$ cat config.mk
export PLATFORM = sky130hd
export DESIGN_NAME = fifo_reader
export DESIGN_NICKNAME = d
export VERILOG_FILES = /design/src/rtl/fifo_reader_pkg.sv /design/src/rtl/fifo_reader_reg.sv /design/src/rtl/fifo_reader.sv
export SDC_FILE = /design/constraint.sdc
export NUM_CORES = 1
export LEC_CHECK = 0
export ABC_AREA = 1
export CAP_MARGIN = 20
export CORE_MARGIN = 2
export CORE_UTILIZATION = 51
export DETAILED_ROUTE_END_ITERATION = 16
export PLACE_DENSITY = 0.8
export SLEW_MARGIN = 20
export SYNTH_ARGS = -nofsm -noshare
export SYNTH_HDL_FRONTEND = slang
export SYNTH_HIERARCHICAL = 1
export SYNTH_SLANG_ARGS = --single-unit
$ cat constraint.sdc
create_clock -name clk -period 2.3 [get_ports clk]
set_input_delay 0.23 -clock clk [delete_from_list [all_inputs] [get_ports clk]]
set_output_delay 0.23 -clock clk [all_outputs]
set_load 0.01 [all_outputs]
$ cat src/rtl/fifo_reader_pkg.sv
// Shared definitions for the FIFO reader: skid-buffer occupancy encoding and counter width.
// Optional feature macro: FIFO_READER_COUNT_EN (adds the words_out handshake counter).
package fifo_reader_pkg;

  typedef enum logic [1:0] {
    ST_EMPTY = 2'b00,
    ST_ONE   = 2'b01,
    ST_TWO   = 2'b10
  } state_t;

  localparam int CNT_W = 16;

endpackage

$ cat src/rtl/fifo_reader_reg.sv
// WIDTH-bit data register with synchronous active-high reset and load enable.
module fifo_reader_reg #(
  parameter int WIDTH = 16
) (
  input  logic             clk,
  input  logic             rst,
  input  logic             en,
  input  logic [WIDTH-1:0] d,
  output logic [WIDTH-1:0] q
);

  always_ff @(posedge clk) begin
    if (rst) begin
      q <= '0;
    end else if (en) begin
      q <= d;
    end
  end

endmodule

$ cat src/rtl/fifo_reader.sv
// Consumer for the 4-entry FIFO: pops head words into a 2-entry skid buffer and streams them out.
// Optional feature macro: FIFO_READER_COUNT_EN adds the 16-bit words_out deq counter port.
module fifo_reader
  import fifo_reader_pkg::*;
#(
  parameter int WIDTH = 16
) (
  input  logic             clk,
  input  logic             rst,
  input  logic             fifo_empty,
  input  logic [WIDTH-1:0] fifo_rd_data,
  output logic             pop_fifo,
  input  logic             flush,
  output logic             out_valid,
  output logic [WIDTH-1:0] out_data,
  input  logic             out_ready
`ifdef FIFO_READER_COUNT_EN
  ,
  output logic [CNT_W-1:0] words_out
`endif
);

  state_t           state;
  state_t           state_nxt;
  logic             deq;
  logic             h_en;
  logic             t_en;
  logic [WIDTH-1:0] h_d;
  logic [WIDTH-1:0] h_q;
  logic [WIDTH-1:0] t_q;

  // Pop is decided from registered state and FIFO/control inputs only, so
  // out_ready never reaches pop_fifo combinationally.
  assign pop_fifo  = ~rst & ~flush & ~fifo_empty & (state != ST_TWO);
  assign out_valid = (state != ST_EMPTY);
  assign deq       = out_valid & out_ready;
  assign out_data  = h_q;

  always_ff @(posedge clk) begin
    if (rst) begin
      state <= ST_EMPTY;
    end else begin
      state <= state_nxt;
    end
  end

  always_comb begin
    state_nxt = state;
    h_en      = 1'b0;
    t_en      = 1'b0;
    h_d       = fifo_rd_data;
    if (flush) begin
      state_nxt = ST_EMPTY;
    end else begin
      case (state)
        ST_ONE: begin
          if (pop_fifo && deq) begin
            h_en = 1'b1;
          end else if (pop_fifo) begin
            state_nxt = ST_TWO;
            t_en      = 1'b1;
          end else if (deq) begin
            state_nxt = ST_EMPTY;
          end
        end
        ST_TWO: begin
          if (deq) begin
            state_nxt = ST_ONE;
            h_en      = 1'b1;
            h_d       = t_q;
          end
        end
        // ST_EMPTY, and any corrupted encoding recovers through the empty path
        default: begin
          state_nxt = ST_EMPTY;
          if (pop_fifo) begin
            state_nxt = ST_ONE;
            h_en      = 1'b1;
          end
        end
      endcase
    end
  end

  fifo_reader_reg #(.WIDTH(WIDTH)) u_head (
    .clk (clk),
    .rst (rst),
    .en  (h_en),
    .d   (h_d),
    .q   (h_q)
  );

  fifo_reader_reg #(.WIDTH(WIDTH)) u_tail (
    .clk (clk),
    .rst (rst),
    .en  (t_en),
    .d   (fifo_rd_data),
    .q   (t_q)
  );

`ifdef FIFO_READER_COUNT_EN
  // Counts completed handshakes; only rst clears it, flush leaves it alone.
  always_ff @(posedge clk) begin
    if (rst) begin
      words_out <= '0;
    end else if (deq) begin
      words_out <= words_out + 1'b1;
    end
  end
`endif

endmodule

**Word level (Yosys, flattened, before mapping)**

Index checks and enable logic that the tools add are counted.

- Logic and storage cells: 37
- Flip-flop bits (word level): 34
- Output and inout port bits: 18

- Bitwise operators: 7
- Equality and inequality tests: 6
- Mux-type cells: 17
- Reductions and logical operators: 4

Operators with widths:

| operator | count |
|---|---|
| two-way mux 16 bit | 3 |
| two-way mux 1 bit | 8 |
| two-way mux 2 bit | 4 |
| != test 2 bit, second input constant | 3 |
| bitwise AND 1 bit | 4 |
| one-hot mux 2 bit (2 select lines) | 1 |
| != test 3 bit, second input constant | 1 |
| NOT 1 bit | 3 |
| AND reduction 3 bit | 1 |
| equality test 2 x 1 -> 1 bit, second input constant | 1 |
| equality test 2 bit, second input constant | 1 |
| one-hot mux 1 bit (2 select lines) | 1 |
| nonzero test 2 bit | 1 |
| OR reduction 2 bit | 1 |
| logical AND 1 bit | 1 |

**Depth between registers and ports, before layout**

Gate-level depths: netlist (run 1).

- Word-level depth: 8
- Gate-level depth with buffers: 13

**Hierarchy**

Netlist (run 1), hierarchy kept.

Modules (own cells, without submodules):

| module | instances | sequential area each (sq um) | area each (sq um) | cells each |
|---|---|---|---|---|
| fifo_reader_reg | 2 | 320.3 | 670.6 | 101 |
| fifo_reader | 1 | 40.0 | 521.8 | 90 |

**Worst setup path before layout (run 1)**

Ideal clock, no wire load.

- Path kind: flip-flop to flip-flop
- From: reg state[0]
- To: reg u_head.q[4]
- Period minus slack after synthesis: 1.795 ns
- Setup slack: 0.505 ns
- Data arrival time: 1.681 ns
- Data required time: 2.186 ns
- Stages on the path, launching flop included: 12
- Path through: dfxtp_1 > inv_1 > ha_1 > nor2_2 > nand3b_1 > nand2_1 > inv_1 > a21oi_1 > buf_6 > nand2_1 > nand2_1 > nor2_2

- Cells in the longest elaborated chain, start to end: 6
- Elaborated cells between the ends (all ways): 15
- Those cells by class: 3 x eq/ne; 8 x mux; 2 x bitwise; 2 x reduce/logical

Ends and longest elaborated chain:

| what | line | text |
|---|---|---|
| from (decl) | fifo_reader.sv:23 | `state_t state;` |
| from (signal assigned) | fifo_reader.sv:43 | `state <= state_nxt;` |
| != test 2 bit or nonzero test 2 bit (tied branches) | fifo_reader.sv:34, fifo_reader.sv:35 |  |
| bitwise AND 1 bit (on tied branches) | fifo_reader.sv:34, fifo_reader.sv:36 |  |
| logical AND 1 bit | fifo_reader.sv:57 | `if (pop_fifo && deq) begin` |
| two-way mux 1 bit | fifo_reader.sv:57 |  |
| one-hot mux 1 bit (2 select lines) (*) | fifo_reader.sv:55 | `case (state)` |
| two-way mux 1 bit (*) | fifo_reader.sv:52 | `if (flush) begin` |
| named net h_en | fifo_reader.sv:26 | `logic h_en;` |
| to (signal assigned) | fifo_reader_reg.sv:14 | `q <= '0;` |
| to (signal assigned) | fifo_reader_reg.sv:16 | `q <= d;` |
| to (decl) | fifo_reader_reg.sv:9 | `output logic [WIDTH-1:0] q` |

Mark *: on every way through the listed nets, which the timed path passes. The rest lies on a longest branch.
A chain may end at the register's enable or synchronous reset.

**Worst setup path in the final report (run 1)**

- From: reg state[0]
- To: out pop_fifo

- Cells in the longest elaborated chain, start to end: 2

Ends and longest elaborated chain:

| what | line | text |
|---|---|---|
| != test 2 bit | fifo_reader.sv:34 | `assign pop_fifo = ~rst & ~flush & ~fifo_empty & (state != ST_TWO);` |
| bitwise AND 1 bit | fifo_reader.sv:34 |  |
| to (decl) | fifo_reader.sv:12 | `output logic pop_fifo,` |

Every way passes these cells.

==> results.txt, run 1 <==
Root Buffer -> clkbuf_4
Layout cells sized above 1 -> 9.45%
Hold_ws -> 0.475 ns
Die width -> 64.4 microns
Setup WS post-layout -> 0.254 ns
H-tree depth -> 2
Final core occ -> 66.0%
Commonest cells after routing, fill and taps aside -> nand2_1 (87), nor2_1 (62), inv_1 (57)
Post-Synthesis Cells -> 292
Sequential share of the synthesized area -> 36.5%
Clock buffer count from CTS -> 5
GR Overflow Total -> 0
Clock Skew -> 0.00942 ns
Initial core utilization -> 54.5%
Worst r2r path cells -> 11
Max VDD drop -> 0.355 mV
Power Dens Cells -> 455 nW/um^2
Nets@finish -> 352
Synth cell types -> 22
CP Capture Type -> output port
Largest fanout on the critical path -> 5
Vias/cell -> 4.36
Die area -> 4150 sq um
Synth area leader -> dfxtp_1
RSZ-0062 raised after global routing -> no
First-pass DRT Iterations -> 4
Hold Crit Depth -> 2
Most common cell after layout, fill and taps aside -> nand2_1
Final-report max-slew violation count -> 0
Synth Cell Area -> 1860 sq um
Slew headroom -> 67.4%
Critical Setup Path Class -> register to output port
Initial antenna violation count -> 0
TritonCTS clock tree -> built
Worst skew pair latency -> 0.34 ns
Number of flops mapped to enable cells by yosys -> 0
# rows -> 21
Post-CTS setup repair buffer count -> 0
Final WL -> 3.37 mm
Layout area overhead -> 21.0%
Post-DP HPWL -> 2.41 mm
ANT nets after route -> 0
# diodes -> 0
Post_cts resized -> 0
Die H -> 64.4 microns
IO Count -> 39
Hold_sp -> u_tail/q[9]
Tmin final -> 2.05 ns
# clock sinks -> 34
First-pass GRT wire length -> 5.46 mm
Number of global-route vias before repair -> 1281
Vias -> 1631
Outcome -> completed
Initial DRC Count -> 81
Warnings, synthesis -> 6
Largest net degree at the start of global routing -> 33
Yosys reg bits -> 34
Cell count after placement -> 367
Non-filler cells, final -> 374
CTS Buffer Depth -> 2
Buffers on Ports -> 38
Setup tns final -> 0 ns
Worst Hold Class -> register to register
Hold EP -> u_tail/q[9]
Worst slew pin tran -> 0.488 ns
Crit Reg-Reg Endpoint -> u_head/q[14]
Top cell type's share of synthesized area -> 36.5%
Leakage power -> 0.00103 uW
Routed WL per cell -> 9.00 microns
RR Startpoint -> state[0]
Cts hold-fix bufs -> 0
Final worst-path cycle share -> 89.0%
Max Cap Viol -> 0
Worst-path clk slew -> 0.10 ns
Core Region -> 3420 sq um
Worst Path Required -> 2.07 ns
Syn nets -> 316
Final count of hold timing violations -> 0
Reg2Reg Setup Slack -> 0.43 ns
Crit path arrival time -> 1.82 ns
Async set-reset flop share out of synthesis -> 0%
Post-Syn Area per Cell -> 6.38 sq um
Setup WS pre-CTS -> 0.385 ns
Global Route Usage Sum -> 17.0%
Crit start category -> register
GP Congestion -> 0.834
Top area cells in the synthesized netlist -> dfxtp_1 (37%), nand2_1 (18%), nor2_1 (13%)
Max Fclk -> 489 MHz
Main synth FF type -> dfxtp_1
# setup viols final -> 0
Drt drc -> 0
-- metal layers --
metal  share of wire (%)  up-vias  track usage [%]  wire, microns
li1                    -      913                -              -
met4                 1.3        0             8.78             45
met5                   0        -                0              0
met3                 4.4        7             4.86            148
met1                  50      682             22.1           1700
met2                  44       29             25.8           1480
-- cell families (layout without fill, tap and decap cells) --
group	Yosys count	after routing	synth area share, %
fa+ha+maj	3	3	2.01
simple gates	165	165	36.5
buf+inv	70	106	18.2
compound gates	20	20	6.78
flops	34	34	36.5
-- through the flow --
stage               power [uW]  instance area, sq um
global route              1080                  2250
floorplan                  678                  1860
detailed placement         734                  2210
CTS                       1040                  2250
finish                    1020                  2250
global placement           733                  2210
-- worst max-delay path: stages, from the launching register on --
cell and delay [ns]:
dfxtp_1 0.34, inv_1 0.07, ha_1 0.28, inv_1 0.08, nand2_1 0.04, nor2_1 0.12
clkdlybuf4s50_1 0.55
-- where the power goes --
group	switching [uW]	total, uW	internal [uW]
Clock	195	304	110
Combinational	61.9	125	63.2
Sequential	2.22	595	593
Total	259	1020	766
-- layout make-up --
type / count / area, sq um
inverter: 59 / 223
sequential: 34 / 681
clock buffer: 5 / 37.5
tap: 46 / 57.6
fill: 324 / 1160
multi-input combinational: 188 / 850
clock inverter: 2 / 10.0
timing repair buffer: 40 / 395
-- worst max path at each step --
stage / startpoint / endpoint / slack (ns) / cells after the start
after floorplan: state[0] / u_head/q[4] / 0.50 / 11
after global placement: flush / pop_fifo / 0.48 / 5
after detailed placement: rst / u_head/q[1] / 0.39 / 10
after CTS: state[0] / pop_fifo / 0.24 / 6
after global routing: state[0] / pop_fifo / 0.14 / 6
final: state[0] / pop_fifo / 0.25 / 6
-- registers in the layout, summed over array words and instances (netlist names) --
| name | flops |
|---|---|
| state | 2 |
| u_tail/q | 16 |
| u_head/q | 16 |
-- cells in the mapped netlist, types with 3 or more instances --
library cell,number
buf_6,9
dfxtp_1,34
o21ai_2,6
nor2_1,63
inv_1,57
o21ai_1,10
nand2_1,87
ha_1,3
nor2_2,5
Note: power is estimated with default switching activity, not from simulation.
==> run 2: changes to the inputs <==
--- a/config.mk
+++ b/config.mk
@@ -10,6 +10,7 @@
 export CORE_MARGIN = 2
 export CORE_UTILIZATION = 51
 export DETAILED_ROUTE_END_ITERATION = 16
+export GPL_ROUTABILITY_DRIVEN = 1
 export PLACE_DENSITY = 0.8
 export SLEW_MARGIN = 20
 export SYNTH_ARGS = -nofsm -noshare
==> results of run 2 <==
Final layout, timing and power as in run 1 (identical DEF).
